<file path="config.mk">
export PLATFORM = sky130hd
export DESIGN_NAME = cpa_prefix_pipe
export DESIGN_NICKNAME = d
export VERILOG_FILES = /design/src/rtl/cpa_pkg.sv /design/src/rtl/cpa_prefix_level.sv /design/src/rtl/cpa_prefix_pipe.sv
export SDC_FILE = /design/constraint.sdc
export NUM_CORES = 1
export LEC_CHECK = 0
export ABC_AREA = 1
export CAP_MARGIN = 20
export CORE_ASPECT_RATIO = 2
export CORE_MARGIN = 8
export CORE_UTILIZATION = 55
export CTS_CLUSTER_DIAMETER = 60
export CTS_CLUSTER_SIZE = 14
export DETAILED_ROUTE_END_ITERATION = 12
export PLACE_DENSITY_LB_ADDON = 0.15
export SYNTH_ARGS = -nofsm -noshare
export SYNTH_HDL_FRONTEND = slang
export SYNTH_SLANG_ARGS = --single-unit
</file>
<file path="constraint.sdc">
create_clock -name clk -period 3.93 [get_ports clk]
set_input_delay 0.786 -clock clk [delete_from_list [all_inputs] [get_ports clk]]
set_output_delay 0.786 -clock clk [all_outputs]
set_load 0.1 [all_outputs]
</file>
<file path="src/rtl/cpa_pkg.sv">
// Shared defaults and stage-count helpers for the pipelined Kogge-Stone carry network.
package cpa_pkg;

  localparam int CPA_BIT_LEN          = 17;
  localparam int CPA_LEVELS_PER_STAGE = 2;

  function automatic int cpa_levels(input int bit_len);
    return $clog2(bit_len);
  endfunction

  function automatic int cpa_num_stages(input int bit_len, input int lps);
    return (cpa_levels(bit_len) + lps - 1) / lps;
  endfunction

  // Index of the last prefix level evaluated inside register stage 'stage'.
  function automatic int cpa_group_end(input int stage, input int lps, input int levels);
    int last;
    last = (stage + 1) * lps;
    if (last > levels) last = levels;
    return last - 1;
  endfunction

endpackage

</file>
<file path="src/rtl/cpa_prefix_level.sv">
// One combinational Kogge-Stone prefix level combining (G,P) with the pair DIST bits below.
module cpa_prefix_level
  import cpa_pkg::*;
#(
  parameter int BIT_LEN = CPA_BIT_LEN,
  parameter int DIST    = 1
) (
  input  logic [BIT_LEN-1:0] i_g,
  input  logic [BIT_LEN-1:0] i_p,
  output logic [BIT_LEN-1:0] o_g,
  output logic [BIT_LEN-1:0] o_p
);

  always_comb begin
    o_g = i_g;
    o_p = i_p;
    for (int i = DIST; i < BIT_LEN; i++) begin
      o_g[i] = i_g[i] | (i_p[i] & i_g[i-DIST]);
      o_p[i] = i_p[i] & i_p[i-DIST];
    end
  end

endmodule

</file>
<file path="src/rtl/cpa_prefix_pipe.sv">
// Pipelined parallel-prefix CPA carry network with valid/ready handshake.
// Define CPA_PREFIX_SKID_EN to add a one-entry input skid so in_ready is registered.
module cpa_prefix_pipe
  import cpa_pkg::*;
#(
  parameter int BIT_LEN          = CPA_BIT_LEN,
  parameter int LEVELS_PER_STAGE = CPA_LEVELS_PER_STAGE
) (
  input  logic               clk,
  input  logic               rst,
  input  logic               in_valid,
  output logic               in_ready,
  input  logic [BIT_LEN-1:0] g,
  input  logic [BIT_LEN-1:0] p,
  input  logic               cin,
  output logic               out_valid,
  input  logic               out_ready,
  output logic [BIT_LEN-1:0] sum,
  output logic               cout
);

  localparam int LEVELS     = cpa_levels(BIT_LEN);
  localparam int NUM_STAGES = cpa_num_stages(BIT_LEN, LEVELS_PER_STAGE);
  localparam int MID_STAGES = (NUM_STAGES > 1) ? NUM_STAGES - 1 : 1;

  typedef struct packed {
    logic [BIT_LEN-1:0] G;
    logic [BIT_LEN-1:0] P;
    logic [BIT_LEN-1:0] p_orig;
    logic               cin;
    logic               valid;
  } gp_stage_t;

  // Carry into bit i is G[i-1]; bit 0 sees cin directly.
  function automatic logic [BIT_LEN-1:0] f_sum(input logic [BIT_LEN-1:0] p_orig,
                                               input logic [BIT_LEN-1:0] g_pre,
                                               input logic             c_in);
    return {p_orig[BIT_LEN-1:1] ^ g_pre[BIT_LEN-2:0], p_orig[0] ^ c_in};
  endfunction

  logic               w_advance;
  logic [BIT_LEN-1:0] w_src_g;
  logic [BIT_LEN-1:0] w_src_p;
  logic               w_src_cin;
  logic               w_src_vld;
  gp_stage_t          w_entry;
  gp_stage_t          w_stage_in [NUM_STAGES];
  logic [BIT_LEN-1:0] w_lv_g [LEVELS];
  logic [BIT_LEN-1:0] w_lv_p [LEVELS];
  logic [BIT_LEN-1:0] w_lo_g [LEVELS];
  logic [BIT_LEN-1:0] w_lo_p [LEVELS];
  logic [BIT_LEN-1:0] w_grp_g [NUM_STAGES];
  logic [BIT_LEN-1:0] w_grp_p [MID_STAGES];

  gp_stage_t          r_st [MID_STAGES];
  logic               r_out_vld;
  logic [BIT_LEN-1:0] r_sum;
  logic               r_cout;

  assign w_advance = !r_out_vld || out_ready;

`ifdef CPA_PREFIX_SKID_EN
  logic               r_skid_full;
  logic [BIT_LEN-1:0] r_skid_g;
  logic [BIT_LEN-1:0] r_skid_p;
  logic               r_skid_cin;

  assign in_ready  = !r_skid_full;
  assign w_src_g   = r_skid_full ? r_skid_g   : g;
  assign w_src_p   = r_skid_full ? r_skid_p   : p;
  assign w_src_cin = r_skid_full ? r_skid_cin : cin;
  assign w_src_vld = r_skid_full || in_valid;

  // A parked item always drains on the next advance, ahead of any new input.
  always_ff @(posedge clk) begin
    if (rst) begin
      r_skid_full <= 1'b0;
      r_skid_g    <= '0;
      r_skid_p    <= '0;
      r_skid_cin  <= 1'b0;
    end else if (w_advance) begin
      r_skid_full <= 1'b0;
    end else if (in_valid && !r_skid_full) begin
      r_skid_full <= 1'b1;
      r_skid_g    <= g;
      r_skid_p    <= p;
      r_skid_cin  <= cin;
    end
  end
`else
  assign in_ready  = w_advance;
  assign w_src_g   = g;
  assign w_src_p   = p;
  assign w_src_cin = cin;
  assign w_src_vld = in_valid;
`endif

  // Entry: fold cin into the bit-0 generate.
  always_comb begin
    w_entry        = '0;
    w_entry.G      = {w_src_g[BIT_LEN-1:1], w_src_g[0] | (w_src_p[0] & w_src_cin)};
    w_entry.P      = {w_src_p[BIT_LEN-1:1], w_src_p[0] & w_src_cin};
    w_entry.p_orig = w_src_p;
    w_entry.cin    = w_src_cin;
    w_entry.valid  = w_src_vld;
  end

  assign w_stage_in[0] = w_entry;

  genvar s, k;
  generate
    for (s = 1; s < NUM_STAGES; s++) begin : g_stage_in
      assign w_stage_in[s] = r_st[s-1];
    end

    for (k = 0; k < LEVELS; k++) begin : g_level
      if (k % LEVELS_PER_STAGE == 0) begin : g_from_reg
        assign w_lv_g[k] = w_stage_in[k / LEVELS_PER_STAGE].G;
        assign w_lv_p[k] = w_stage_in[k / LEVELS_PER_STAGE].P;
      end else begin : g_from_comb
        assign w_lv_g[k] = w_lo_g[k-1];
        assign w_lv_p[k] = w_lo_p[k-1];
      end

      cpa_prefix_level #(
        .BIT_LEN (BIT_LEN),
        .DIST    (1 << k)
      ) u_level (
        .i_g (w_lv_g[k]),
        .i_p (w_lv_p[k]),
        .o_g (w_lo_g[k]),
        .o_p (w_lo_p[k])
      );
    end

    for (s = 0; s < NUM_STAGES; s++) begin : g_group_out
      assign w_grp_g[s] = w_lo_g[cpa_group_end(s, LEVELS_PER_STAGE, LEVELS)];
    end

    for (s = 0; s < NUM_STAGES - 1; s++) begin : g_group_p
      assign w_grp_p[s] = w_lo_p[cpa_group_end(s, LEVELS_PER_STAGE, LEVELS)];
    end
  endgenerate

  // Register stage boundaries: intermediate groups, then the final sum/cout register.
  always_ff @(posedge clk) begin
    if (rst) begin
      for (int i = 0; i < MID_STAGES; i++) r_st[i] <= '0;
      r_out_vld <= 1'b0;
      r_sum     <= '0;
      r_cout    <= 1'b0;
    end else if (w_advance) begin
      for (int i = 0; i < NUM_STAGES - 1; i++) begin
        r_st[i].G      <= w_grp_g[i];
        r_st[i].P      <= w_grp_p[i];
        r_st[i].p_orig <= w_stage_in[i].p_orig;
        r_st[i].cin    <= w_stage_in[i].cin;
        r_st[i].valid  <= w_stage_in[i].valid;
      end
      r_out_vld <= w_stage_in[NUM_STAGES-1].valid;
      r_sum     <= f_sum(w_stage_in[NUM_STAGES-1].p_orig, w_grp_g[NUM_STAGES-1],
                         w_stage_in[NUM_STAGES-1].cin);
      r_cout    <= w_grp_g[NUM_STAGES-1][BIT_LEN-1];
    end
  end

  assign out_valid = r_out_vld;
  assign sum       = r_sum;
  assign cout      = r_cout;

endmodule

</file>
==> impl_metrics.yaml, run 1 <==
status:
  outcome: "complete, no violations"
route:
  drt_wl_total_um: 8423
  dr.pass1.iters: 5
  drt_iter0_drc: 226
  vias: 2984
  viasPerCell: 5.075
  wire_per_inst_um: 14.32
  drc: 0
  drtAntennaViolNets: 0
cells_and_area:
  postLayoutCellArea_um2: 5395
  area_growth_pct: 21.84
  fill_cells: 621
  fin_nets: 526
  diodes: 0
  final_cell_mix: "edfxtp_1, inv_1, nor2_1, nand2_1, clkdlybuf4s50_1"
  drive_gt1_share_pct: 5.285
  layout_commonest_cell: "edfxtp_1"
timing:
  finClkSkew_ns: 0.003536
  fin_crit_sh_pct: 68.75
  slew_headroom_pct: 34.62
  hold_viol: 0
  period_minus_slack_ns: 2.702
  worst_pin_slew_ns: 0.9777
  setup_viol: 0
  slew_viol_final: 0
  setup_ws_ns: 1.228
  fmaxAchievable_mhz: 370.1
  setup-tns-final_ns: 0
  rsz0062_at_grt: "no"
clock_tree:
  cts_sinks: 105
  cts_root_buf: "clkbuf_16"
  htree_levels: 3
  clk_latency_ns: 0.34
  clock_path_buffers: 2
  cts_setup_buffers: 0
  cts_resized: 0
  numCtsBuffers: 9
  cts_tree: "built"
  cts_hold_buf: 0
  clkTransAtPathRegs_ns: 0.06
critical_path:
  critPathLaunchType: "input port"
  cpPeakStageDelay_ns: 0.51
  cp-end-kind: "flop"
  cpMaxStageDelayCell: "buf_4"
  critPathBufInv: 4
  critical_path_class: "input port to flop"
  path_cells: "clkdlybuf4s50_1 -> inv_1 -> nand2_2 -> buf_4 -> buf_4 -> a21oi_1 -> nand2_1 -> nand2_1"
  worstPathRequired_ns: 4.02
  path_max_fanout: 53
  cp_top_family: "buffers and inverters"
  cp.arrival_ns: 2.80
logic_synthesis:
  syn_area_per_cell_um2: 10.37
  synth_nets: 466
  synth_area_um2: 4428
  synth.area.top_cells: "edfxtp_1, dfxtp_1, inv_1"
  yosysTopAreaCell: "edfxtp_1"
  synthDistinctLibCells: 21
  synth-seq-cells: 105
  synthCells: 427
  yosysWarnings: 0
  synth_top_area_share_pct: 58.32
  ys_seq_area_share_pct: 66.91
floorplanning:
  boundaryPins: 59
  initial_core_util_pct: 56.16
  fp.dieW_um: 79.45
  die_area_um2: 11350
  coreArea_um2: 7885
  row_count: 46
  die_h_um: 142.9
pwr:
  p_comb_share_pct: 14.3
  irDropWorstVdd_v: 0.0002882
  power_switching_mw: 0.6576
  p_int_mw: 1.891
  netSwitchingFraction_pct: 25.81
  p_per_area_nw_per_um2: 472.3
  seqPwrFrac_pct: 52.2
  clockPowerShare_pct: 33.5
  power_leakage_nw: 2.334
global_routing:
  grt_max_degree: 54
  grt_pass1_vias: 3177
  antenna_found_initial: 0
  grt_pass1_wl_um: 14220
  overflow: 0
  grt_usage_pct: 16.17
placement:
  hpwl_um: 6153
  gp_congestion: 0.8005
  place_ws_ns: 0.8621
  place_area_um2: 5104
  port_buffers: 58
run:
  drv_cap: 0
hold_path:
  holdCritPathClass: "flop to flop"
==> power groups by stage <==
stage / Sequential, mW / Combinational [mW] / Clock (mW)
3_3_place_gp: 1.35 / 0.362 / 0
2_1_floorplan: 1.48 / 0.123 / 0
3_5_place_dp: 1.36 / 0.368 / 0
4_1_cts: 1.33 / 0.369 / 0.867
6_report: 1.33 / 0.366 / 0.853
5_1_grt: 1.34 / 0.396 / 0.905
==> worst paths after layout <==
kind              depth (start not counted)        from  slack [ns]     endpoint
setup / recovery                          8         rst        1.23  r_st[1][45]
hold / removal                            2  r_st[1][0]        0.47    out_valid
setup reg to reg                          7   out_valid        2.06  r_st[1][45]
hold reg to reg                           2  r_st[1][0]        0.47    out_valid
==> through the flow <==
stage                     util [%]  total power [mW]  hold WS, ns  instances
after floorplan                  -             1.599       0.4203        427
after global placement       64.73             1.714       0.4299        572
after detailed placement     64.73             1.724       0.4448        572
after CTS                    68.42             2.569       0.4737        588
after global routing         68.42             2.639       0.5115        588
final                        68.42             2.548       0.4715        588
==> worst reg2reg max path, cell delays in order, from the launching register on <==
cell and delay, ns:
dfxtp_1 0.37, nand2_2 0.08, nand2_2 0.06, buf_4 0.32
buf_4 0.52, a21oi_1 0.13, nand2_1 0.10, nand2_1 0.06
==> synthesized netlist by cell type (all sizes together) <==
cell type / n
edfxtp: 86
inv: 69
nor2: 68
nand2: 65
a21oi: 28
o21ai: 26
nand3: 24
dfxtp: 19
xnor2: 17
buf: 10
a21o: 5
o21bai: 4
clkbuf: 3
nor3: 2
or2: 1
==> sequential cells by signal, indices dropped and copies added, names as in the netlist <==
name	count
r_st	86
out_valid	1
sum	17
cout	1
==> final cells by class <==
class	count	area [um2]	area share (%)
Clock buffer	11	264.0	4.893
Clock inverter	5	27.53	0.5102
Inverter	69	259.0	4.801
Multi-Input combinational cell	240	1141	21.15
Sequential cell	105	2963	54.92
Tap cell	96	120.1	2.226
Timing Repair Buffer	62	620.6	11.50
==> metal layers <==
| layer | global-route usage, % | share of wire [%] | up-vias |
|---|---|---|---|
| li1 | - | - | 1512 |
| met1 | 16.86 | 36 | 1386 |
| met2 | 29.19 | 57 | 69 |
| met3 | 2.267 | 3.7 | 17 |
| met4 | 9.735 | 3.0 | 0 |
| met5 | 0 | 0 | - |
==> cells by family (layout without fill, tap and decap cells) <==
logic type                after synthesis  count (layout)  synth area share (%)
and+or+nand+nor                       160             160                 14.52
buffers and inverters                  82             147                 7.488
xor gates and xnor gates               17              17                 3.362
AOI/OAI and AO/OA                      63              63                 7.714
DFF                                   105             105                 66.91
(Power assumes the default switching activity.)
==> run 2, diff against run 1 <==
- clock period: 3.93 -> 2.6 ns (I/O delays scaled with it)
==> impl_metrics.yaml, run 2 (synthesized netlist as in run 1, its figures left out) <==
status:
  outcome: "complete, no violations"
hold_path:
  hold_start: "r_st[1][0]"
  holdCritPathClass: "flop to flop"
clock_tree:
  clock_path_buffers: 2
  clkTransAtPathRegs_ns: 0.06
  htree_levels: 3
  cts_root_buf: "clkbuf_16"
  numCtsBuffers: 9
  cts_tree: "built"
  cts_setup_buffers: 0
  clk_latency_ns: 0.33
  cts_hold_buf: 0
  cts_sinks: 105
  cts_resized: 0
timing:
  whs_ns: 0.4455
  setup_viol: 0
  fmaxAchievable_mhz: 538.3
  slew_headroom_pct: 70.55
  worst_pin_slew_ns: 0.4418
  hold_viol: 0
  rsz0062_at_grt: "no"
  fin_crit_sh_pct: 71.45
  finClkSkew_ns: 0.004052
  setup-tns-final_ns: 0
  period_minus_slack_ns: 1.858
  slew_viol_final: 0
route:
  drc: 0
  dr.pass1.iters: 5
  wire_per_inst_um: 14.38
  drtAntennaViolNets: 0
  viasPerCell: 5.014
  drt_wl_total_um: 8497
  vias: 2963
  drt_iter0_drc: 252
global_routing:
  grt_usage_pct: 16.29
  grt_use_met1_pct: 16.36
  antenna_found_initial: 0
  grt_pass1_vias: 3134
  overflow: 0
  grt_pass1_wl_um: 14200
  use_met3_pct: 3.526
  grt_max_degree: 88
  grt_busiest_layer: "met2"
  use_met2_pct: 30.27
critical_path:
  r2r-start: "out_valid"
  cp.arrival_ns: 1.34
  cp-end-kind: "primary output"
  critical_path_class: "input port to primary output"
  worstPathRequired_ns: 2.08
  path_max_fanout: 2
  crit_start: "out_ready"
  critPathLaunchType: "input port"
placement:
  gp_congestion: 0.8826
  port_buffers: 58
  placed_cells: 575
  hpwl_um: 6318
  place_area_um2: 5091
cells_and_area:
  area_growth_pct: 21.84
  layout_commonest_cell: "edfxtp_1"
  postLayoutCellArea_um2: 5395
  fin_nets: 529
  final_cell_mix: "edfxtp_1, inv_1, nor2_1, nand2_1, clkdlybuf4s50_1"
  largest_reg_flops: 86
  fin_cells: 591
  drive_gt1_share_pct: 9.495
  regMostFlops: "r_st"
  diodes: 0
floorplanning:
  die_h_um: 142.9
  die_area_um2: 11350
  boundaryPins: 59
  coreArea_um2: 7885
  initial_core_util_pct: 56.16
  fp.dieW_um: 79.45
  row_count: 46
pwr:
  p_per_area_nw_per_um2: 720.4
  total_power_mw: 3.887
  irDropWorstVdd_v: 0.0004263
  power_leakage_nw: 2.392
run:
  drv_cap: 0
-- run 2: cell count changes in the layout (fill, tap and decap cells not counted), sizes merged --
cell / delta
buf: +22
clkdlybuf4s50: -19
clkbuf: +4
clkinv: -4
-- run 2: worst paths after layout --
kind / endpoint / slack (ns) / cells after the start
setup / recovery: in_ready / 0.74 / 4
hold / removal: out_valid / 0.45 / 2
setup reg to reg: r_st[0][49] / 1.16 / 4
hold reg to reg: out_valid / 0.45 / 2
-- run 2: final cells by class --
| cell class | count | area [um2] |
|---|---|---|
| Sequential cell | 105 | 2963 |
| Fill cell | 599 | 2490 |
| Multi-Input combinational cell | 240 | 1141 |
| Timing Repair Buffer | 65 | 608.1 |
| Clock buffer | 15 | 299.0 |
| Inverter | 69 | 259.0 |
| Tap cell | 96 | 120.1 |
| Clock inverter | 1 | 5.005 |
-- run 2: power by group --
group | switching, mW | internal (mW)
sequential | 0.0573 | 1.95
clock | 0.541 | 0.785
combinational | 0.376 | 0.174
total | 0.975 | 2.91
-- run 2: critical path: stages --
cell and delay, ns:
clkdlybuf4s50_1 0.49, inv_1 0.06, nand2_2 0.09, buf_12 0.18
-- run 2: metal layers --
metal | share of wire, % | wire length (um) | up-vias
li1 | - | - | 1516
met1 | 37 | 3143 | 1377
met5 | 0 | 0 | -
met2 | 58 | 4924 | 61
met3 | 3.8 | 323 | 9
met4 | 1.2 | 106 | 0
-- run 2: metrics by stage --
step	utilization [%]	setup slack, ns
after floorplan	-	0.1503
after global placement	64.57	0.5260
after detailed placement	64.57	0.4519
after CTS	68.42	0.7344
after global routing	68.42	0.6657
final	68.42	0.7422
==> run 3, diff against run 2 <==
- clock period: 2.6 -> 1.9 ns (I/O delays scaled with it)
==> impl_metrics.yaml, run 3 (synthesized netlist as in run 1, its figures left out) <==
floorplanning:
  initial_core_util_pct: 56.16
  boundaryPins: 59
  die_h_um: 142.9
  die_area_um2: 11350
  fp.dieW_um: 79.45
  row_count: 46
  coreArea_um2: 7885
pwr:
  p_comb_share_pct: 15.2
  irDropWorstVdd_v: 0.0006174
  total_power_mw: 5.326
  power_leakage_nw: 2.447
  clockPowerShare_pct: 33.1
  power_switching_mw: 1.403
  p_per_area_nw_per_um2: 957.2
  p_int_mw: 3.923
  seqPwrFrac_pct: 51.7
  netSwitchingFraction_pct: 26.34
critical_path:
  worst-path-stages: 4
  reg2reg_to: "r_st[0][52]"
  cpMaxStageDelayCell: "clkdlybuf4s50_1"
  critical_path_class: "input port to primary output"
  cp-end-kind: "primary output"
  crit_path_end: "in_ready"
  r2r_setup_slack_ns: 0.56
  critPathBufInv: 3
  path_cells: "clkdlybuf4s50_1 -> inv_1 -> nand2_4 -> buf_12"
  crit_start: "out_ready"
  worstPathRequired_ns: 1.52
  r2r-start: "out_valid"
  cpPeakStageDelay_ns: 0.50
  cp.arrival_ns: 1.21
  rr_worst_depth: 5
  path_max_fanout: 2
  critPathLaunchType: "input port"
  cp_top_family: "buffers and inverters"
cells_and_area:
  final_cell_mix: "edfxtp_1, inv_1, nor2_1, nand2_1, clkdlybuf4s50_1"
  layout_commonest_cell: "edfxtp_1"
  area_growth_pct: 25.66
  diodes: 0
  largest_reg_flops: 86
  fin_nets: 533
  fin_cells: 595
  regMostFlops: "r_st"
  drive_gt1_share_pct: 10.82
clock_tree:
  numCtsBuffers: 9
  htree_levels: 3
  clock_path_buffers: 2
  clkTransAtPathRegs_ns: 0.07
  cts_tree: "built"
  clk_latency_ns: 0.34
  cts_root_buf: "clkbuf_16"
  cts_resized: 0
  cts_hold_buf: 0
  cts_setup_buffers: 0
  cts_sinks: 105
status:
  outcome: "complete, no violations"
route:
  viasPerCell: 5.035
  wire_per_inst_um: 14.24
  drt_wl_total_um: 8474
  vias: 2996
  drc: 0
  drtAntennaViolNets: 0
  dr.pass1.iters: 5
  drt_iter0_drc: 183
timing:
  slew_viol_final: 0
  rsz0062_at_grt: "no"
  hold_viol: 0
  setup_viol: 0
  period_minus_slack_ns: 1.590
  whs_ns: 0.4723
  slew_headroom_pct: 80.61
  fmaxAchievable_mhz: 628.9
  finClkSkew_ns: 0.007950
  setup_ws_ns: 0.3099
  setup-tns-final_ns: 0
  fin_crit_sh_pct: 83.69
  worst_pin_slew_ns: 0.2932
global_routing:
  antenna_found_initial: 0
  grt_usage_pct: 16.24
  grt_pass1_vias: 3100
  grt_use_met1_pct: 16.57
  use_met3_pct: 3.652
  grt_max_degree: 32
  use_met2_pct: 29.53
  overflow: 0
  grt_pass1_wl_um: 14300
  grt_busiest_layer: "met2"
placement:
  port_buffers: 58
  place_ws_ns: -0.006523
  gp_congestion: 0.8312
  hpwl_um: 6408
  placed_cells: 579
run:
  drv_cap: 0
hold_path:
  holdCritPathClass: "flop to flop"
  hold_start: "r_st[1][0]"
==> run 3: cell count changes in the layout (fill, tap and decap cells not counted) <==
cell,before,now
buf_12,2,13
buf_4,25,18
clkbuf_1,2,0
clkbuf_8,3,0
clkinv_2,1,3
clkinvlp_4,0,1
dfxtp_1,19,18
dfxtp_4,0,1
inv_4,0,1
inv_6,0,1
nand2_2,2,1
nand2_8,0,1
==> run 3: layout make-up <==
type,instances,area (um2)
well taps,96,120.1
clock inverters,6,37.54
flip-flops and latches,105,2967
multi-input cells,240,1155
inverters,69,259.0
fillers,562,2321
repair buffers,69,775.7
clock buffers,10,250.2
==> run 3: worst reg2reg max path, stage by stage, from the launching register on <==
cell	delay, ns
dfxtp_4	0.37
nand2_4	0.09
nand2_2	0.15
inv_2	0.26
nand2_1	0.14
o21ai_0	0.17
==> run 3: worst min-delay path by stage <==
stage                            to  depth (start not counted)  slack [ns]
after CTS                 out_valid                          2        0.48
after global placement    out_valid                          2        0.44
final                     out_valid                          2        0.47
after floorplan           out_valid                          2        0.42
after global routing      out_valid                          2        0.51
after detailed placement  out_valid                          2        0.46
==> run 3: power by group through the flow <==
stage               Combinational, mW  Clock, mW  Sequential [mW]
CTS                             0.815       1.79             2.76
global route                    0.870       1.87             2.77
detailed placement              0.813          0             2.81
finish                          0.807       1.76             2.76
global placement                0.799          0             2.80
floorplan                       0.258          0             3.05
==> run 3: per-stage QoR <==
| stage | instance area [um2] | util (%) |
|---|---|---|
| global placement | 5276 | 66.92 |
| global route | 5564 | 70.56 |
| floorplan | 4453 | - |
| finish | 5564 | 70.56 |
| CTS | 5564 | 70.56 |
| detailed placement | 5276 | 66.92 |
==> run 3: routing by layer <==
| metal | routed length [um] | up-vias |
|---|---|---|
| li1 | - | 1529 |
| met1 | 3314 | 1392 |
| met2 | 4644 | 62 |
| met3 | 289 | 13 |
| met4 | 226 | 0 |
| met5 | 0 | - |
